===== src/rtl/shell_slot_arbiter.sv =====
// Shares a pool of projectile slots between two tanks, granting one shot per frame with ammo/cooldown rules.
// Optional per-slot lifetime timeout is enabled by defining LIFETIME_TIMEOUT_EN.
module shell_slot_arbiter #(
  parameter int unsigned NUM_SLOTS = 4,
  parameter int unsigned AMMO_MAX  = 5,
  parameter int unsigned COOLDOWN  = 30,
  parameter int unsigned LIFETIME  = 120,
  localparam int unsigned SW = $clog2(NUM_SLOTS)
) (
  input  logic                 frame_clk,
  input  logic                 Reset_n,
  input  logic [1:0]           fire_req,
  input  logic [1:0]           reload_req,
  input  logic [NUM_SLOTS-1:0] slot_done,
  output logic [1:0]           grant,
  output logic [SW-1:0]        grant_slot,
  output logic [NUM_SLOTS-1:0] slot_busy,
  output logic [NUM_SLOTS-1:0] slot_owner,
  output logic [3:0]           ammo0,
  output logic [3:0]           ammo1
);

  if (NUM_SLOTS < 2 || NUM_SLOTS > 8 || AMMO_MAX < 1 || AMMO_MAX > 15 ||
      COOLDOWN < 1 || COOLDOWN > 255 || LIFETIME < 1 || LIFETIME > 1023) begin : g_bad_params
    $error("shell_slot_arbiter: parameter out of legal range");
  end

  typedef enum logic [1:0] {READY, COOL, EMPTY} tank_state_t;

  tank_state_t [1:0]    state_q, state_d;
  logic [1:0][7:0]      cool_q, cool_d;
  logic [1:0][3:0]      ammo_q, ammo_d;
  logic [1:0]           fire_q, reload_q, pend_q, pend_d;
  logic [1:0]           fire_rise, reload_rise, ready, elig, win;
  logic                 ptr_q, ptr_d;
  logic                 any_free;
  logic [SW-1:0]        free_idx;
  logic [NUM_SLOTS-1:0] grant_oh, slot_freed, busy_d, owner_d;

  always_comb begin
    fire_rise   = fire_req & ~fire_q;
    reload_rise = reload_req & ~reload_q;
    any_free    = ~&slot_busy;
    free_idx    = '0;
    for (int unsigned s = NUM_SLOTS; s > 0; s--) begin
      if (!slot_busy[s-1]) free_idx = SW'(s - 1);
    end
    // A COOL tank on its final count leaves COOL this edge, so it may fire on the same edge.
    for (int unsigned i = 0; i < 2; i++) begin
      ready[i] = (state_q[i] == READY) || (state_q[i] == COOL && cool_q[i] <= 8'd1);
      elig[i]  = (pend_q[i] | fire_rise[i]) & ready[i] & (ammo_q[i] != '0) &
                 any_free & ~reload_rise[i];
    end
    win   = elig;
    ptr_d = ptr_q;
    if (&elig) begin
      win   = ptr_q ? 2'b10 : 2'b01;
      ptr_d = ~ptr_q;
    end
    pend_d   = (pend_q | fire_rise) & ~win & ~reload_rise;
    grant_oh = (|win) ? (NUM_SLOTS'(1) << free_idx) : '0;
  end

  always_comb begin
    state_d = state_q;
    cool_d  = cool_q;
    ammo_d  = ammo_q;
    for (int unsigned i = 0; i < 2; i++) begin
      if (reload_rise[i])  ammo_d[i] = 4'(AMMO_MAX);
      else if (win[i])     ammo_d[i] = ammo_q[i] - 4'd1;
      case (state_q[i])
        READY: begin
          if (win[i]) begin
            state_d[i] = COOL;
            cool_d[i]  = 8'(COOLDOWN);
          end
        end
        COOL: begin
          if (cool_q[i] <= 8'd1) begin
            if (win[i]) begin
              state_d[i] = COOL;
              cool_d[i]  = 8'(COOLDOWN);
            end else begin
              cool_d[i]  = '0;
              state_d[i] = (ammo_q[i] != '0 || reload_rise[i]) ? READY : EMPTY;
            end
          end else begin
            cool_d[i] = cool_q[i] - 8'd1;
          end
        end
        EMPTY: begin
          if (reload_rise[i]) state_d[i] = READY;
        end
        default: state_d[i] = READY;
      endcase
    end
  end

`ifdef LIFETIME_TIMEOUT_EN
  logic [NUM_SLOTS-1:0][9:0] age_q, age_d;
  logic [NUM_SLOTS-1:0]      timeout;

  always_comb begin
    age_d   = age_q;
    timeout = '0;
    for (int unsigned s = 0; s < NUM_SLOTS; s++) begin
      timeout[s] = slot_busy[s] && (age_q[s] == 10'd1);
      if (grant_oh[s])           age_d[s] = 10'(LIFETIME);
      else if (age_q[s] != '0)   age_d[s] = age_q[s] - 10'd1;
    end
  end

  always_ff @(posedge frame_clk or negedge Reset_n) begin
    if (!Reset_n) age_q <= '0;
    else          age_q <= age_d;
  end

  assign slot_freed = slot_done | timeout;
`else
  assign slot_freed = slot_done;
`endif

  always_comb begin
    busy_d  = (slot_busy & ~slot_freed) | grant_oh;
    owner_d = slot_owner;
    for (int unsigned s = 0; s < NUM_SLOTS; s++) begin
      if (grant_oh[s]) owner_d[s] = win[1];
    end
  end

  always_ff @(posedge frame_clk or negedge Reset_n) begin
    if (!Reset_n) begin
      fire_q     <= '0;
      reload_q   <= '0;
      pend_q     <= '0;
      ptr_q      <= 1'b0;
      for (int unsigned i = 0; i < 2; i++) begin
        state_q[i] <= READY;
        cool_q[i]  <= '0;
        ammo_q[i]  <= 4'(AMMO_MAX);
      end
      slot_busy  <= '0;
      slot_owner <= '0;
      grant      <= '0;
      grant_slot <= '0;
    end else begin
      fire_q     <= fire_req;
      reload_q   <= reload_req;
      pend_q     <= pend_d;
      ptr_q      <= ptr_d;
      state_q    <= state_d;
      cool_q     <= cool_d;
      ammo_q     <= ammo_d;
      slot_busy  <= busy_d;
      slot_owner <= owner_d;
      grant      <= win;
      grant_slot <= (|win) ? free_idx : '0;
    end
  end

  assign ammo0 = ammo_q[0];
  assign ammo1 = ammo_q[1];

endmodule

===== config.mk =====
export PLATFORM = sky130hd
export DESIGN_NAME = shell_slot_arbiter
export DESIGN_NICKNAME = d
export VERILOG_FILES = /design/src/rtl/shell_slot_arbiter.sv
export SDC_FILE = /design/constraint.sdc
export NUM_CORES = 1
export LEC_CHECK = 0
export CAP_MARGIN = 40
export CORE_MARGIN = 3
export CORE_UTILIZATION = 55
export CTS_CLUSTER_SIZE = 24
export DETAILED_ROUTE_END_ITERATION = 10
export PLACE_DENSITY = 0.83
export SYNTH_ARGS = -nofsm -noshare
export SYNTH_HDL_FRONTEND = slang
export SYNTH_SLANG_ARGS = --single-unit

===== constraint.sdc =====
create_clock -name frame_clk -period 2.53 [get_ports frame_clk]
set_clock_uncertainty 0.1 [all_clocks]
set_input_delay 0.506 -clock frame_clk [delete_from_list [all_inputs] [get_ports frame_clk]]
set_output_delay 0.506 -clock frame_clk [all_outputs]
set_load 0.05 [all_outputs]

* Word-level counts from Yosys, hierarchy flattened
Cells that the tools add are included.
** Operators by class
- Add/sub/neg operators :: 4
- Magnitude comparators :: 2
- Equality and inequality tests :: 10
- Shifts and indexed selects :: 1
- Multiplexer cells :: 32
- Bitwise logic cells :: 25
- Reduce and logical (&&, ||, !) cells :: 22
** Operators with widths (number)
- $mux W2 :: 17
- $mux W8 :: 4
- $pmux W8 S2 :: 2
- $mux W4 :: 5
- $le A8 B1 Y1 const B :: 2
- $sub A8 B1 Y8 const B :: 2
- $pmux W2 S3 :: 2
- $mux W5 :: 2
- $and A1 B1 Y1 :: 8
- $and A2 B2 Y2 :: 4
- $ne A2 B2 Y1 const B :: 4
- $not A2 Y2 :: 4
- $reduce_bool A2 Y1 :: 4
- $reduce_bool A4 Y1 :: 2
- $sub A4 B1 Y4 const B :: 2
- $reduce_and A2 Y1 :: 3
- $reduce_and A3 Y1 :: 2
- $and A4 B4 Y4 :: 1
- $eq A2 B1 Y1 const B :: 2
- $eq A2 B2 Y1 const B :: 2
- $logic_not A2 Y1 :: 2
- $logic_or A1 B1 Y1 :: 4
- $ne A2 B1 Y1 const B :: 2
- $not A4 Y4 :: 1
- 9 further kinds :: 13
** Word-level totals
- Flip-flop bits (word level) :: 47
- Input bits :: 10
- Output and inout port bits :: 20
- Word-level logic and storage cells :: 113

* Depth between registers and ports, before layout
Gate-level depths: netlist of run 1.
- Depth in word-level cells :: 12
- Gate-level depth with buffers :: 9
- Depth with buffers taken out :: 8

* Least setup slack after synthesis of run 1
No wires, ideal clock.
- Kind :: reg2reg
- From :: register ammo_q, in the netlist ammo0[0]
- To :: register cool_q[12] in the netlist's numbering
- Arrival time :: 2163 ps
- Path slack :: 120 ps
- Cell stages (with the launch flop) :: 9
- Path buffers :: 1
- Clock period less this slack :: 2410 ps
- Path through :: dfstp_2 > inv_1 > ha_1 > or3b_2 > o2111ai_1 > a211o_1 > o21ai_4 > buf_6 > o311ai_0
** On the way
- Cells in the longest elaborated chain, start to end :: 9
** Ends and longest elaborated chain
- from (decl) :: RTL line 32 : logic [1:0][3:0] ammo_q, ammo_d;
- from (signal, indexed assignment) :: RTL line 140 : ammo_q[i] <= 4'(AMMO_MAX);
- from (signal assigned) :: RTL line 153 : ammo_q <= ammo_d;
- $reduce_bool A4 Y1 * :: RTL line 51 : elig[i] = (pend_q[i] | fire_rise[i]) & ready[i] & (ammo_q[i] != '0) &
- $and A1 B1 Y1 * (2 in series) :: RTL line 51
- $and A1 B1 Y1 * :: RTL line 52 : any_free & ~reload_rise[i];
- $reduce_and A2 Y1 * :: RTL line 56 : if (&elig) begin
- $mux W2 * :: RTL line 56
- $mux W5 :: RTL line 80 : if (win[i]) begin
- $mux W8 :: RTL line 79 : if (cool_q[i] <= 8'd1) begin
- $pmux W8 S2 :: RTL line 71 : case (state_q[i])
- to (signal assigned) :: RTL line 152 : cool_q <= cool_d;
- to (decl) :: RTL line 31 : logic [1:0][7:0] cool_q, cool_d;
Every way passes the cells marked *; elsewhere a longest branch is shown, timed or not.
A chain may end at the register's enable or synchronous reset.

* Worst setup path after layout of run 1
- From :: register ammo_q, in the netlist ammo0[0]
- To :: register cool_q[14] in the netlist's numbering
** On the way
- Cells in the longest elaborated chain, start to end :: 8
** Ends and longest elaborated chain
- $reduce_bool A4 Y1 :: RTL line 51
- $and A1 B1 Y1 (2 in series) :: RTL line 51
- $and A1 B1 Y1 :: RTL line 52
- $reduce_and A2 Y1 :: RTL line 56
- $mux W2 :: RTL line 56
- named net win[1] :: RTL line 34 : logic [1:0] fire_rise, reload_rise, ready, elig, win;
- $ne A2 B2 Y1 (no source line)
- $reduce_and A2 Y1 (no source line)
The timed path passes the listed nets, and every way through them passes these cells.

==> flow_metrics.env, run 1 <==
export IMPL_rsz0062_at_grt="false"
export IMPL_die_h_um=71.1
export IMPL_fin_tns_setup_ns=0
export IMPL_crit_top_cell="inv_1"
export IMPL_vias=1866
export IMPL_powerDensity_nw_per_um2=1100
export IMPL_rr_endpoint="cool_q[14]$_DFFE_PN0P_"
export IMPL_rows=23
export IMPL_cp_slowest_cell="dfstp_2"
export IMPL_cts_tree="built"
export IMPL_seq_area_frac_synth_pct=50.8
export IMPL_gp_congestion=0.917
export IMPL_grt_pass1_vias=1807
export IMPL_setup_violations_final=0
export IMPL_core_um2=4030
export IMPL_critPathTopFamily="compound AO/OA/AOI/OAI gates"
export IMPL_status="finished, final reports clean"
export IMPL_portBuffers=29
export IMPL_finalHoldViolCount=0
export IMPL_synthFlopType="dfrtp_1"
export IMPL_synth_seq_cells=47
export IMPL_syn_to_final_growth_pct=20.1
export IMPL_crit_buf_inv=3
export IMPL_synth_edf_count=0
export IMPL_path_cells="inv_1 > ha_1 > or3b_2 > o2111ai_1 > a211o_1 > o21ai_4 > buf_12 > inv_1 > o22ai_1"
export IMPL_netlist_area_leader_share_pct=46.2
export IMPL_clockRootBuffer="clkbuf_8"
export IMPL_post_cts_resized_instances=0
export IMPL_post_route_drc_count=0
export IMPL_worstPathArrival_ns=2.50
export IMPL_max_cap_violations=0
export IMPL_drt_antenna_violating_nets=0
export IMPL_critPathKind="flop to flop"
export IMPL_reg2reg_depth=9
export IMPL_grtUsageTotal_pct=21.1
export IMPL_grt_max_degree=25
export IMPL_power_leakage_uw=0.00122
export IMPL_slew_headroom_pct=63.0
export IMPL_finalCritPeriodShare_pct=94.1
export IMPL_postCtsSetupRepairBufs=0
export IMPL_n_fill_cell=308
export IMPL_syn_area_per_cell_um2=10.3
export IMPL_fp_dieW_um=71.1
export IMPL_critical_path_depth=9
export IMPL_utilization_pct=69.4
export IMPL_yosys_top_cells_area="dfrtp_1, dfstp_2, mux2i_1"
export IMPL_layout_drive_gt1_share_pct=10.6
export IMPL_final_common_cell="dfrtp_1"
export IMPL_yosys_warnings=0
export IMPL_synth_distinct_cells=51
export IMPL_tightest_slew_ns=0.555
export IMPL_synthCells=226
export IMPL_drtIter0Drc=177
export IMPL_max_vdd_ir_drop_v=0.000594
export IMPL_min_path_type="input pin to async pin"
export IMPL_cts_sinks=47
export IMPL_cts_buffers=5
export IMPL_mostFrequentLayoutCells="dfrtp_1, clkdlybuf4s50_1, nand2_1, nor2_1, inv_1"
export IMPL_wl_um=4830
export IMPL_overflow=0
export IMPL_vias_per_cell=5.94
export IMPL_finalMaxSlewViolations=0
export IMPL_startpoint_type="flop"
export IMPL_antenna_found_initial=0
export IMPL_cp_max_fo=14
export IMPL_yosysTopAreaCell="dfrtp_1"
export IMPL_initial_utilization_pct=57.8
export IMPL_cp_required_ns=2.65
export IMPL_rr_startpoint="ammo0[0]$_DFFE_PN1P_"
export IMPL_min_period_ns=2.38
export IMPL_ios=30
export IMPL_synth_fp_nets=242
export IMPL_max_stage_delay_ns=0.56
export IMPL_htreeDepth=2
export IMPL_dp_hpwl_um=3540
export IMPL_hold_buffers=0
export IMPL_rrSetupSlack_ns=0.15
export IMPL_syn_area_um2=2330
export IMPL_grt_first_pass_wirelength_um=8430
export IMPL_cts_buffer_depth=2
export IMPL_nNetsFinal=280
export IMPL_synthArstFlopShare_pct=100
export IMPL_wl_per_cell_um=15.4
export IMPL_worstSetupEndpointType="flop"
export IMPL_diodes=0
export IMPL_die_area_um2=5050
export IMPL_fmax_mhz=420
export IMPL_clkTransAtPathRegs_ns=0.08
export IMPL_clock_latency_ns=0.30
export IMPL_first_pass_iters=4
[per-layer routing]
metal	global-route usage [%]	wire [um]	part of all wire, %	vias to the layer above
met5	0	0	0	-
met2	32.7	2280	47	34
met4	6.68	68	1.4	0
met3	5.26	177	3.7	7
met1	29.5	2310	48	924
li1	-	-	-	901
[cell usage after synthesis, types with 2 or more instances]
library cell and number:
a211o_1 2, a21oi_1 10, a31o_2 2, a31oi_1 2, buf_6 2, clkbuf_1 2
dfrtp_1 43, dfstp_2 4, ha_1 6, inv_1 13, mux2i_1 9, nand2_1 23
nand2b_1 7, nand3_1 4, nand3b_1 2, nand4_1 3, nor2_1 14, nor2b_1 7
nor3_1 7, nor3b_1 3, o211ai_1 3, o21ai_0 12, o21ai_1 3, o22ai_1 8
o311ai_0 4, o31ai_1 2, or3_1 3, xnor2_1 3
[report_power, final]
group,switching [uW],internal (uW),leakage [uW]
Clock,229,190,0.0000383
Combinational,816,555,0.000591
Sequential,288,999,0.000586
[final cells by class]
class / instances / area, um^2 / share of cell area (%)
Sequential cell: 47 / 1180 / 42.3
Multi-Input combinational cell: 160 / 1060 / 37.9
Timing Repair Buffer: 36 / 363 / 13.0
Clock buffer: 7 / 76.3 / 2.73
Tap cell: 50 / 62.6 / 2.24
Inverter: 14 / 52.6 / 1.88
[worst register-to-register path: stages (launching register included)]
cell	delay, ns
dfstp_2	0.56
inv_1	0.07
ha_1	0.22
or3b_2	0.23
o2111ai_1	0.16
a211o_1	0.44
o21ai_4	0.20
buf_12	0.15
inv_1	0.08
o22ai_1	0.12
[through the flow]
step	hold WS, ns	power, uW	area (um^2)	setup WS [ns]	instances
6_report	0.0834	3080	2800	0.150	314
5_1_grt	0.117	3310	2800	0.0612	314
4_1_cts	0.102	3090	2800	0.164	314
3_5_place_dp	0.396	2660	2720	0.0693	307
3_3_place_gp	0.397	2620	2720	0.137	307
2_1_floorplan	0.110	2240	2330	0.120	226
[cells by family after synthesis]
kind of cell             share of synthesized area (%)
adder cells (fa/ha/maj)                           3.23
multiplexers                                      3.87
buffers and inverters                             3.71
flip-flops                                        50.8
XOR/XNOR                                          1.13
AO/OA/AOI/OAI                                     17.7
AND/OR/NAND/NOR                                   19.6
[registers in the layout, indices dropped and copies added, names as in the netlist]
signal,flops
pend_q,2
slot_owner,4
slot_busy,4
ptr_q,1
cool_q,16
grant,2
reload_q,2
state_q,4
fire_q,2
ammo0,4
ammo1,4
grant_slot,2
[worst max-delay path by stage]
stage | slack, ns | start | end
final | 0.15 | ammo0[0]$_DFFE_PN1P_ | cool_q[14]$_DFFE_PN0P_
after floorplan | 0.12 | ammo0[0]$_DFFE_PN1P_ | cool_q[12]$_DFFE_PN0P_
after global placement | 0.14 | fire_req[0] | cool_q[12]$_DFFE_PN0P_
after global routing | 0.06 | ammo0[0]$_DFFE_PN1P_ | cool_q[9]$_DFFE_PN0P_
after CTS | 0.16 | ammo0[0]$_DFFE_PN1P_ | cool_q[12]$_DFFE_PN0P_
after detailed placement | 0.07 | fire_req[0] | cool_q[12]$_DFFE_PN0P_
(Power assumes the default switching activity.)
==> run 2, diff against run 1 <==
- HOLD_SLACK_MARGIN: default -> 0.03
==> results of run 2 <==
Same layout as run 1: the final DEF is identical, and so are final timing and power.
